==> src/rtl/ps2_pkg.sv <==
// ps2_pkg: shared state encoding and scan-code constants for the PS/2 receiver
package ps2_pkg;
   typedef enum logic [1:0] {IDLE, DATA, PARITY, STOP} state_t;
   localparam logic [7:0] BREAK_CODE = 8'hF0;
   localparam logic [7:0] EXT_CODE = 8'hE0;
   localparam logic [7:0] DEFAULT_FLAP_CODE = 8'h29;
endpackage

==> src/rtl/ps2_clk_filter.sv <==
// ps2_clk_filter: synchronizes PS/2 pins, deglitches the clock and strobes its falling edge
module ps2_clk_filter #(
   parameter int FILTER_LEN = 8
) (
   input  logic clk,
   input  logic rst,
   input  logic ps2_clk,
   input  logic ps2_dat,
   output logic fall_stb,
   output logic data_s
);
   localparam int CW = $clog2(FILTER_LEN + 1);
   logic [1:0] clk_sync, dat_sync;
   logic filt, filt_d;
   logic [CW-1:0] cnt;
   assign data_s = dat_sync[1];
   always_ff @(posedge clk) begin
      if (rst) begin
         clk_sync <= 2'b11;
         dat_sync <= 2'b11;
         filt <= 1'b1;
         filt_d <= 1'b1;
         cnt <= '0;
         fall_stb <= 1'b0;
      end else begin
         clk_sync <= {clk_sync[0], ps2_clk};
         dat_sync <= {dat_sync[0], ps2_dat};
         filt_d <= filt;
         fall_stb <= filt_d & ~filt;
         // any sample agreeing with the filtered level restarts the run count
         if (clk_sync[1] == filt) cnt <= '0;
         else if (cnt == CW'(FILTER_LEN - 1)) begin
            filt <= clk_sync[1];
            cnt <= '0;
         end else cnt <= cnt + CW'(1);
      end
   end
endmodule

==> src/rtl/ps2_keyboard_rx.sv <==
// ps2_keyboard_rx: deframes PS/2 keyboard bytes and decodes space-bar make/break into flap/held
module ps2_keyboard_rx
   import ps2_pkg::*;
#(
   parameter int FILTER_LEN = 8,
   parameter int TIMEOUT_CYC = 100000,
   parameter logic [7:0] FLAP_CODE = DEFAULT_FLAP_CODE
) (
   input  logic       iCLK,
   input  logic       iRST,
   input  logic       iPS2_CLK,
   input  logic       iPS2_DAT,
   output logic [7:0] oDATA,
   output logic       oVALID,
   output logic       oERR,
   output logic       oFLAP,
   output logic       oSPACE_HELD
);
   localparam int TW = $clog2(TIMEOUT_CYC);
   state_t state, state_n;
   logic fall_stb, data_s, good;
   logic [7:0] shift, shift_n, data_n;
   logic [2:0] bit_cnt, bit_cnt_n;
   logic parity, parity_n, brk, brk_n, ext, ext_n;
   logic valid_n, err_n, flap_n, held_n;
   logic [TW-1:0] tcnt, tcnt_n;

   ps2_clk_filter #(.FILTER_LEN(FILTER_LEN)) u_filter (
      .clk(iCLK), .rst(iRST), .ps2_clk(iPS2_CLK), .ps2_dat(iPS2_DAT),
      .fall_stb(fall_stb), .data_s(data_s)
   );

   assign good = data_s & (^shift ^ parity);

   always_ff @(posedge iCLK) begin
      if (iRST) begin
         state <= IDLE;
         shift <= '0;
         bit_cnt <= '0;
         parity <= 1'b0;
         brk <= 1'b0;
         ext <= 1'b0;
         tcnt <= '0;
         oDATA <= '0;
         oVALID <= 1'b0;
         oERR <= 1'b0;
         oFLAP <= 1'b0;
         oSPACE_HELD <= 1'b0;
      end else begin
         state <= state_n;
         shift <= shift_n;
         bit_cnt <= bit_cnt_n;
         parity <= parity_n;
         brk <= brk_n;
         ext <= ext_n;
         tcnt <= tcnt_n;
         oDATA <= data_n;
         oVALID <= valid_n;
         oERR <= err_n;
         oFLAP <= flap_n;
         oSPACE_HELD <= held_n;
      end
   end

   always_comb begin
      state_n = state;
      shift_n = shift;
      bit_cnt_n = bit_cnt;
      parity_n = parity;
      tcnt_n = (state == IDLE) ? '0 : tcnt + TW'(1);
      data_n = oDATA;
      valid_n = 1'b0;
      err_n = 1'b0;
      flap_n = 1'b0;
      held_n = oSPACE_HELD;
      brk_n = brk;
      ext_n = ext;
      // an edge in the same cycle as expiry wins over the timeout
      if (fall_stb) begin
         tcnt_n = '0;
         case (state)
            IDLE: begin
               state_n = data_s ? IDLE : DATA;
               bit_cnt_n = '0;
            end
            DATA: begin
               shift_n = {data_s, shift[7:1]};
               bit_cnt_n = bit_cnt + 3'd1;
               state_n = (bit_cnt == 3'd7) ? PARITY : DATA;
            end
            PARITY: begin
               parity_n = data_s;
               state_n = STOP;
            end
            STOP: begin
               state_n = IDLE;
               valid_n = good;
               err_n = ~good;
               data_n = good ? shift : oDATA;
            end
         endcase
      end else if (state != IDLE && tcnt == TW'(TIMEOUT_CYC - 1)) begin
         err_n = 1'b1;
         state_n = IDLE;
         tcnt_n = '0;
      end
      if (valid_n) begin
         brk_n = (shift == BREAK_CODE) | (brk & (shift == EXT_CODE));
         ext_n = (shift == EXT_CODE) | (ext & (shift == BREAK_CODE));
         if (shift == FLAP_CODE && !ext) begin
            held_n = ~brk;
            flap_n = ~brk & ~oSPACE_HELD;
         end
      end
      if (err_n) begin
         brk_n = 1'b0;
         ext_n = 1'b0;
      end
   end
endmodule
==> config.mk <==
export PLATFORM = sky130hd
export DESIGN_NAME = ps2_keyboard_rx
export DESIGN_NICKNAME = d
export VERILOG_FILES = /design/src/rtl/ps2_pkg.sv /design/src/rtl/ps2_clk_filter.sv /design/src/rtl/ps2_keyboard_rx.sv
export SDC_FILE = /design/constraint.sdc
export NUM_CORES = 1
export LEC_CHECK = 0
export CORE_UTILIZATION = 35
export DETAILED_ROUTE_END_ITERATION = 8
export SYNTH_ARGS = -nofsm -noshare
export SYNTH_HDL_FRONTEND = slang
export SYNTH_SLANG_ARGS = --single-unit
==> constraint.sdc <==
create_clock -name iCLK -period 2.2 [get_ports iCLK]
set_input_delay 0.44 -clock iCLK [delete_from_list [all_inputs] [get_ports iCLK]]
set_output_delay 0.44 -clock iCLK [all_outputs]
set_load 0.05 [all_outputs]
* Yosys cells after proc, flatten, opt, wreduce, memory -nomap -nowiden
Cells that the tools add are included.
Operators by class: add/subtract/negate cells 3, equal/unequal tests 10, muxes and demuxes 11, bitwise operators 15, reductions and logical operators 18
Operators with widths (number):
- $add 17x1->17 const B | 1
- $eq 17x17->1 const B | 1
- $eq 8x8->1 const B | 2
- $reduce_and 2->1 | 5
- $eq 8x6->1 const B | 1
- $pmux 2 s4 | 1
- $reduce_xor 8->1 | 1
- $not 1->1 | 7
- $mux 1 | 6
- $mux 2 | 3
- $pmux 3 s2 | 1
- $reduce_bool 2->1 | 3
- $reduce_or 3->1 | 2
- $and 1x1->1 | 5
- $add 4x1->4 const B | 1
- $eq 2x2->1 const B | 2
- $eq 4x3->1 const B | 1
- $reduce_or 4->1 | 1
- $add 3x1->3 const B | 1
- $eq 3x3->1 const B | 1
- $reduce_and 3->1 | 1
- $eq 2x1->1 const B | 1
- $logic_and 1x1->1 | 2
- $logic_not 2->1 | 1
- other kinds (5) | 6
Word-level totals: flip-flop bits (word level) 56, bits of input ports 4, output and inout port bits 12, logic and storage cells 75

* Logic depth before layout (Yosys ltp)
depth after elaboration 7, gate-level depth with buffers 7, mapped depth without buffers 6

* Cells and area by module
From an unflattened synthesis, not the netlist that was laid out.
Second synthesis, totals: cells, all modules 266, area, all modules 2432.3 um^2
By module, submodules not included:
- ps2_keyboard_rx | times used 1, cells an instance 233, area an instance 2077.0 um^2, seq. area each 900.9 um^2
- ps2_clk_filter | times used 1, cells an instance 33, area an instance 355.3 um^2, seq. area each 220.2 um^2

* Worst setup path after synthesis
Ideal clock, no wire load.
path kind register to register, start register shift[0], end register oSPACE_HELD, setup time 0.134 ns, data arrival time 1.843 ns, data required time 2.066 ns, setup slack 0.222 ns, cell stages (with the launch flop) 8, path buffers 1, period minus slack after synthesis 1.978 ns, cells stage by stage dfxtp_1 inv_1 ha_1 xnor3_2 xor2_1 buf_2 o311ai_1 o41ai_2
Between the ends: word-level cells in the longest chain between the ends 6, elaborated cells between the ends (all ways) 8, classes of those cells 1 x eq/ne; 2 x mux; 2 x bitwise; 3 x reduce/logical
RTL lines:
- start, declared | RTL line ps2_keyboard_rx.sv:22 | logic [7:0] shift, shift_n, data_n;
- start signal, assigned | RTL line ps2_keyboard_rx.sv:51 | shift <= shift_n;
- $reduce_xor 8->1 | RTL line ps2_keyboard_rx.sv:33 | assign good = data_s & (^shift ^ parity);
- $xor 1x1->1 | RTL line ps2_keyboard_rx.sv:33
- $and 1x1->1 | RTL line ps2_keyboard_rx.sv:33
- $mux 1 | RTL line ps2_keyboard_rx.sv:81 | case (state)
- $mux 1 | RTL line ps2_keyboard_rx.sv:79 | if (fall_stb) begin
- $reduce_and 2->1 (no source line) (*)
- end signal, assigned | RTL line ps2_keyboard_rx.sv:61 | oSPACE_HELD <= held_n;
- end, declared | RTL line ps2_keyboard_rx.sv:17 | output logic oSPACE_HELD
Mark *: on every way between the ends. The rest lies on a longest branch, timed or not. A chain may end at the register's enable or synchronous reset.

* Worst setup path in the final report
start register shift[0], end register ext
Between the ends: word-level cells in the longest chain between the ends 7, elaborated cells between the ends (all ways) 13, classes of those cells 2 x eq/ne; 4 x mux; 5 x bitwise; 2 x reduce/logical
RTL lines:
- $reduce_xor 8->1 | RTL line ps2_keyboard_rx.sv:33
- $xor 1x1->1 | RTL line ps2_keyboard_rx.sv:33
- $and 1x1->1 | RTL line ps2_keyboard_rx.sv:33
- $not 1->1 | RTL line ps2_keyboard_rx.sv:98 | err_n = ~good;
- $mux 1 | RTL line ps2_keyboard_rx.sv:81
- $mux 1 | RTL line ps2_keyboard_rx.sv:79
- $reduce_or 2->1 (no source line)
- end signal, assigned | RTL line ps2_keyboard_rx.sv:55 | ext <= ext_n;
- end, declared | RTL line ps2_keyboard_rx.sv:24 | logic parity, parity_n, brk, brk_n, ext, ext_n;
Several ways; a longest one is shown, not always the timed one.

==> flow_summary.ini <==
[outcome]
status = completed

[synthesis]
ys_types = 45
synth.ff_latch_count = 56
synth.cell_area_um2 = 2519
synthArstFlopShare_pct = 0
syn_area_per_cell_um2 = 8.963
synth_top_cell_by_area = dfxtp_1
syn_nets = 297
synth-edff-count = 0
yosys.area.top_type_share_pct = 44.51
syn_inst = 281
ys_seq_area_share_pct = 44.51
yosysMostFrequentCell = dfxtp_1
synthTopCellsByArea = dfxtp_1, ha_1, nand3_1
ys.flop_type = dfxtp_1
synth_commonest_cells = dfxtp_1, nand3_1, nor2_1
yosysWarnings = 0

[clock_tree]
post_cts.repair.setup_buffers = 0
numCtsBuffers = 5
clkTransAtPathRegs_ns = 0.10
cts_root_buffer = clkbuf_8
clockBufferDepth = 2
cts_htree_levels = 2
cts_tree = built
clkSinkCount = 56
clock_latency_ns = 0.31

[layout]
finalNonFillerCells = 395
nets = 314
areaGrowthSynthToFinish_pct = 15.80
utilization_pct = 42.46
drive_gt1_share_pct = 12.37
diodes = 0

[floorplanning]
die_h_um = 86.83
die_x_um = 86.83
core-area_um2 = 6869
core.rowCount = 30
initial_core_util_pct = 36.67
ios = 16
die_area_um2 = 7539

[setup_path]
critPathKind = reg2reg
worstPathMaxFanout = 5
reg2reg_to = ext$_SDFFE_PP0P_
slowest_delay_ns = 0.44
reg2regPathDepth = 6
critPathRequiredTime_ns = 2.39
path_cells = inv_1 -> ha_1 -> xnor3_2 -> xnor2_4 -> a21oi_1 -> a2111oi_0
r2r_slack_ns = 0.11
worst-path-buf-inv = 1
start_kind = flip-flop
cp_data_arrival_time_ns = 2.28
cp-end-kind = flip-flop
cpMaxStageDelayCell = xnor3_2
cp_top_family = XOR/XNOR gates
r2r-start = shift[0]$_SDFFE_PP0P_

[sta]
fin_crit_sh_pct = 94.82
setup_violations = 0
fin_tns_setup_ns = 0
final_max_slew_viol_count = 0
rsz0062_at_grt = no
hold_violations = 0
skew_ns = 0.01051
max_slew_margin_pct = 66.83
setup_slack_ns = 0.1140
period_minus_slack_ns = 2.086
tightest_slew_ns = 0.4960
max_freq_ghz = 0.4794

[pwr]
p_clk_share_pct = 38.8
p_leak_nw = 1.009
power_density_nw_per_um2 = 584.1
irDropWorstVdd_uv = 330.8
pwr-share-comb_pct = 1.4
seqPwrFrac_pct = 59.8
p_sw_share_pct = 19.84
switching_power_mw = 0.3380
power.internal_mw = 1.366
p_total_mw = 1.704

[drt]
vias = 1934
drtAntennaViolNets = 0
drc_errors = 0
drt_iter0_markers = 111
wl_mm = 4.650
wire_per_inst_um = 11.77
wl_met3_um = 140
top_layer_used = met4
drtPass1Iterations = 4
post_drt_via_cell_ratio = 4.896
wl_met1_mm = 2.371
met2WireLength_mm = 2.071

[worst_hold_path]
hold_class = reg2reg
min_delay_path_depth = 1
hold_end = u_filter.dat_sync[1]$_SDFF_PP1_
min-delay-start = u_filter.dat_sync[0]$_SDFF_PP1_

[global_routing]
grt_max_degree = 21
antenna_found_initial = 0
grt_pass1_wl_mm = 7.997
first_global_vias = 1765
overflow = 0
grt_util_all_layers_pct = 13.44

[placement]
place_congestion = 0.7473
hpwl_mm = 3.308
pre_cts_ws_ns = 0.07141
io_buffers = 15
place_inst = 387

[run]
cap_violations = 0
## kinds of logic after synthesis
logic type	synth area share, %
AOI/OAI and AO/OA	12.32
xor gates and xnor gates	7.501
adders and majority gates	5.961
buffers and inverters	6.060
DFF	44.51
muxes	0.4471
and+or+nand+nor	23.20
## repair_timing
item,CTS,global route
setup endpoints to repair,0,3
resized for setup,0,3
hold buffers,0,0
## cells in the final DEF (no fill, tap or decap), types with 2 or more instances in the layout
| cell | instances |
|---|---|
| and3_1 | 3 |
| clkbuf_8 | 5 |
| nand3_1 | 28 |
| clkdlybuf4s50_1 | 15 |
| xnor2_1 | 3 |
| nand2_1 | 20 |
| xor2_1 | 12 |
| nor2b_1 | 2 |
| nand4b_1 | 2 |
| buf_4 | 13 |
| a21oi_1 | 24 |
| or3_1 | 4 |
| nor2_1 | 26 |
| inv_1 | 13 |
| or2_2 | 6 |
| dfxtp_1 | 56 |
| nand4_1 | 6 |
| and4_1 | 3 |
| ha_1 | 12 |
| o21ai_0 | 14 |
| o31ai_1 | 4 |
| nor3_1 | 3 |
## worst max-delay path by stage
stage | start | to | slack (ns) | cells past startpoint
2_1_floorplan | shift[0]$_SDFFE_PP0P_ | oSPACE_HELD$_SDFFE_PP0P_ | 0.22 | 7
3_5_place_dp | shift[0]$_SDFFE_PP0P_ | ext$_SDFFE_PP0P_ | 0.07 | 6
4_1_cts | shift[0]$_SDFFE_PP0P_ | ext$_SDFFE_PP0P_ | 0.06 | 6
3_3_place_gp | shift[4]$_SDFFE_PP0P_ | ext$_SDFFE_PP0P_ | 0.17 | 6
6_report | shift[0]$_SDFFE_PP0P_ | ext$_SDFFE_PP0P_ | 0.11 | 6
5_1_grt | shift[1]$_SDFFE_PP0P_ | ext$_SDFFE_PP0P_ | 0.02 | 6
## flip-flops by register name, indices dropped and copies added, names as in the netlist, 2 cells and up
signal	count
tcnt	17
oDATA	8
u_filter.dat_sync	2
shift	8
state	2
u_filter.clk_sync	2
bit_cnt	3
u_filter.cnt	4
## through the flow
stage	hold slack (ns)	instance area [µm²]
after floorplan	0.3895	2519
after global placement	0.3984	2783
after detailed placement	0.3987	2783
after CTS	0.4226	2890
after global routing	0.4329	2917
final	0.4172	2917
## routing by layer
metal  vias up  track usage (%)
li1       1005                -
met1       892            17.37
met2        30            21.40
met3         7            4.190
met4         0            4.091
met5         -                0
## power by group through the flow
| stage | combinational (mW) | sequential (mW) | clock [mW] |
|---|---|---|---|
| after floorplan | 0.0146 | 1.04 | 0 |
| final | 0.0244 | 1.02 | 0.661 |
| after global placement | 0.0246 | 1.04 | 0 |
| after CTS | 0.0250 | 1.02 | 0.688 |
| after detailed placement | 0.0248 | 1.04 | 0 |
| after global routing | 0.0266 | 1.02 | 0.742 |
## area by class of cell
class | count | area [µm²]
Timing Repair Buffer | 28 | 247.7
Inverter | 13 | 48.80
Sequential cell | 56 | 1121
Fill cell | 693 | 3953
Clock inverter | 2 | 35.03
Multi-Input combinational cell | 194 | 1271
Tap cell | 96 | 120.1
Clock buffer | 6 | 72.57
(Power assumes the default switching activity.)
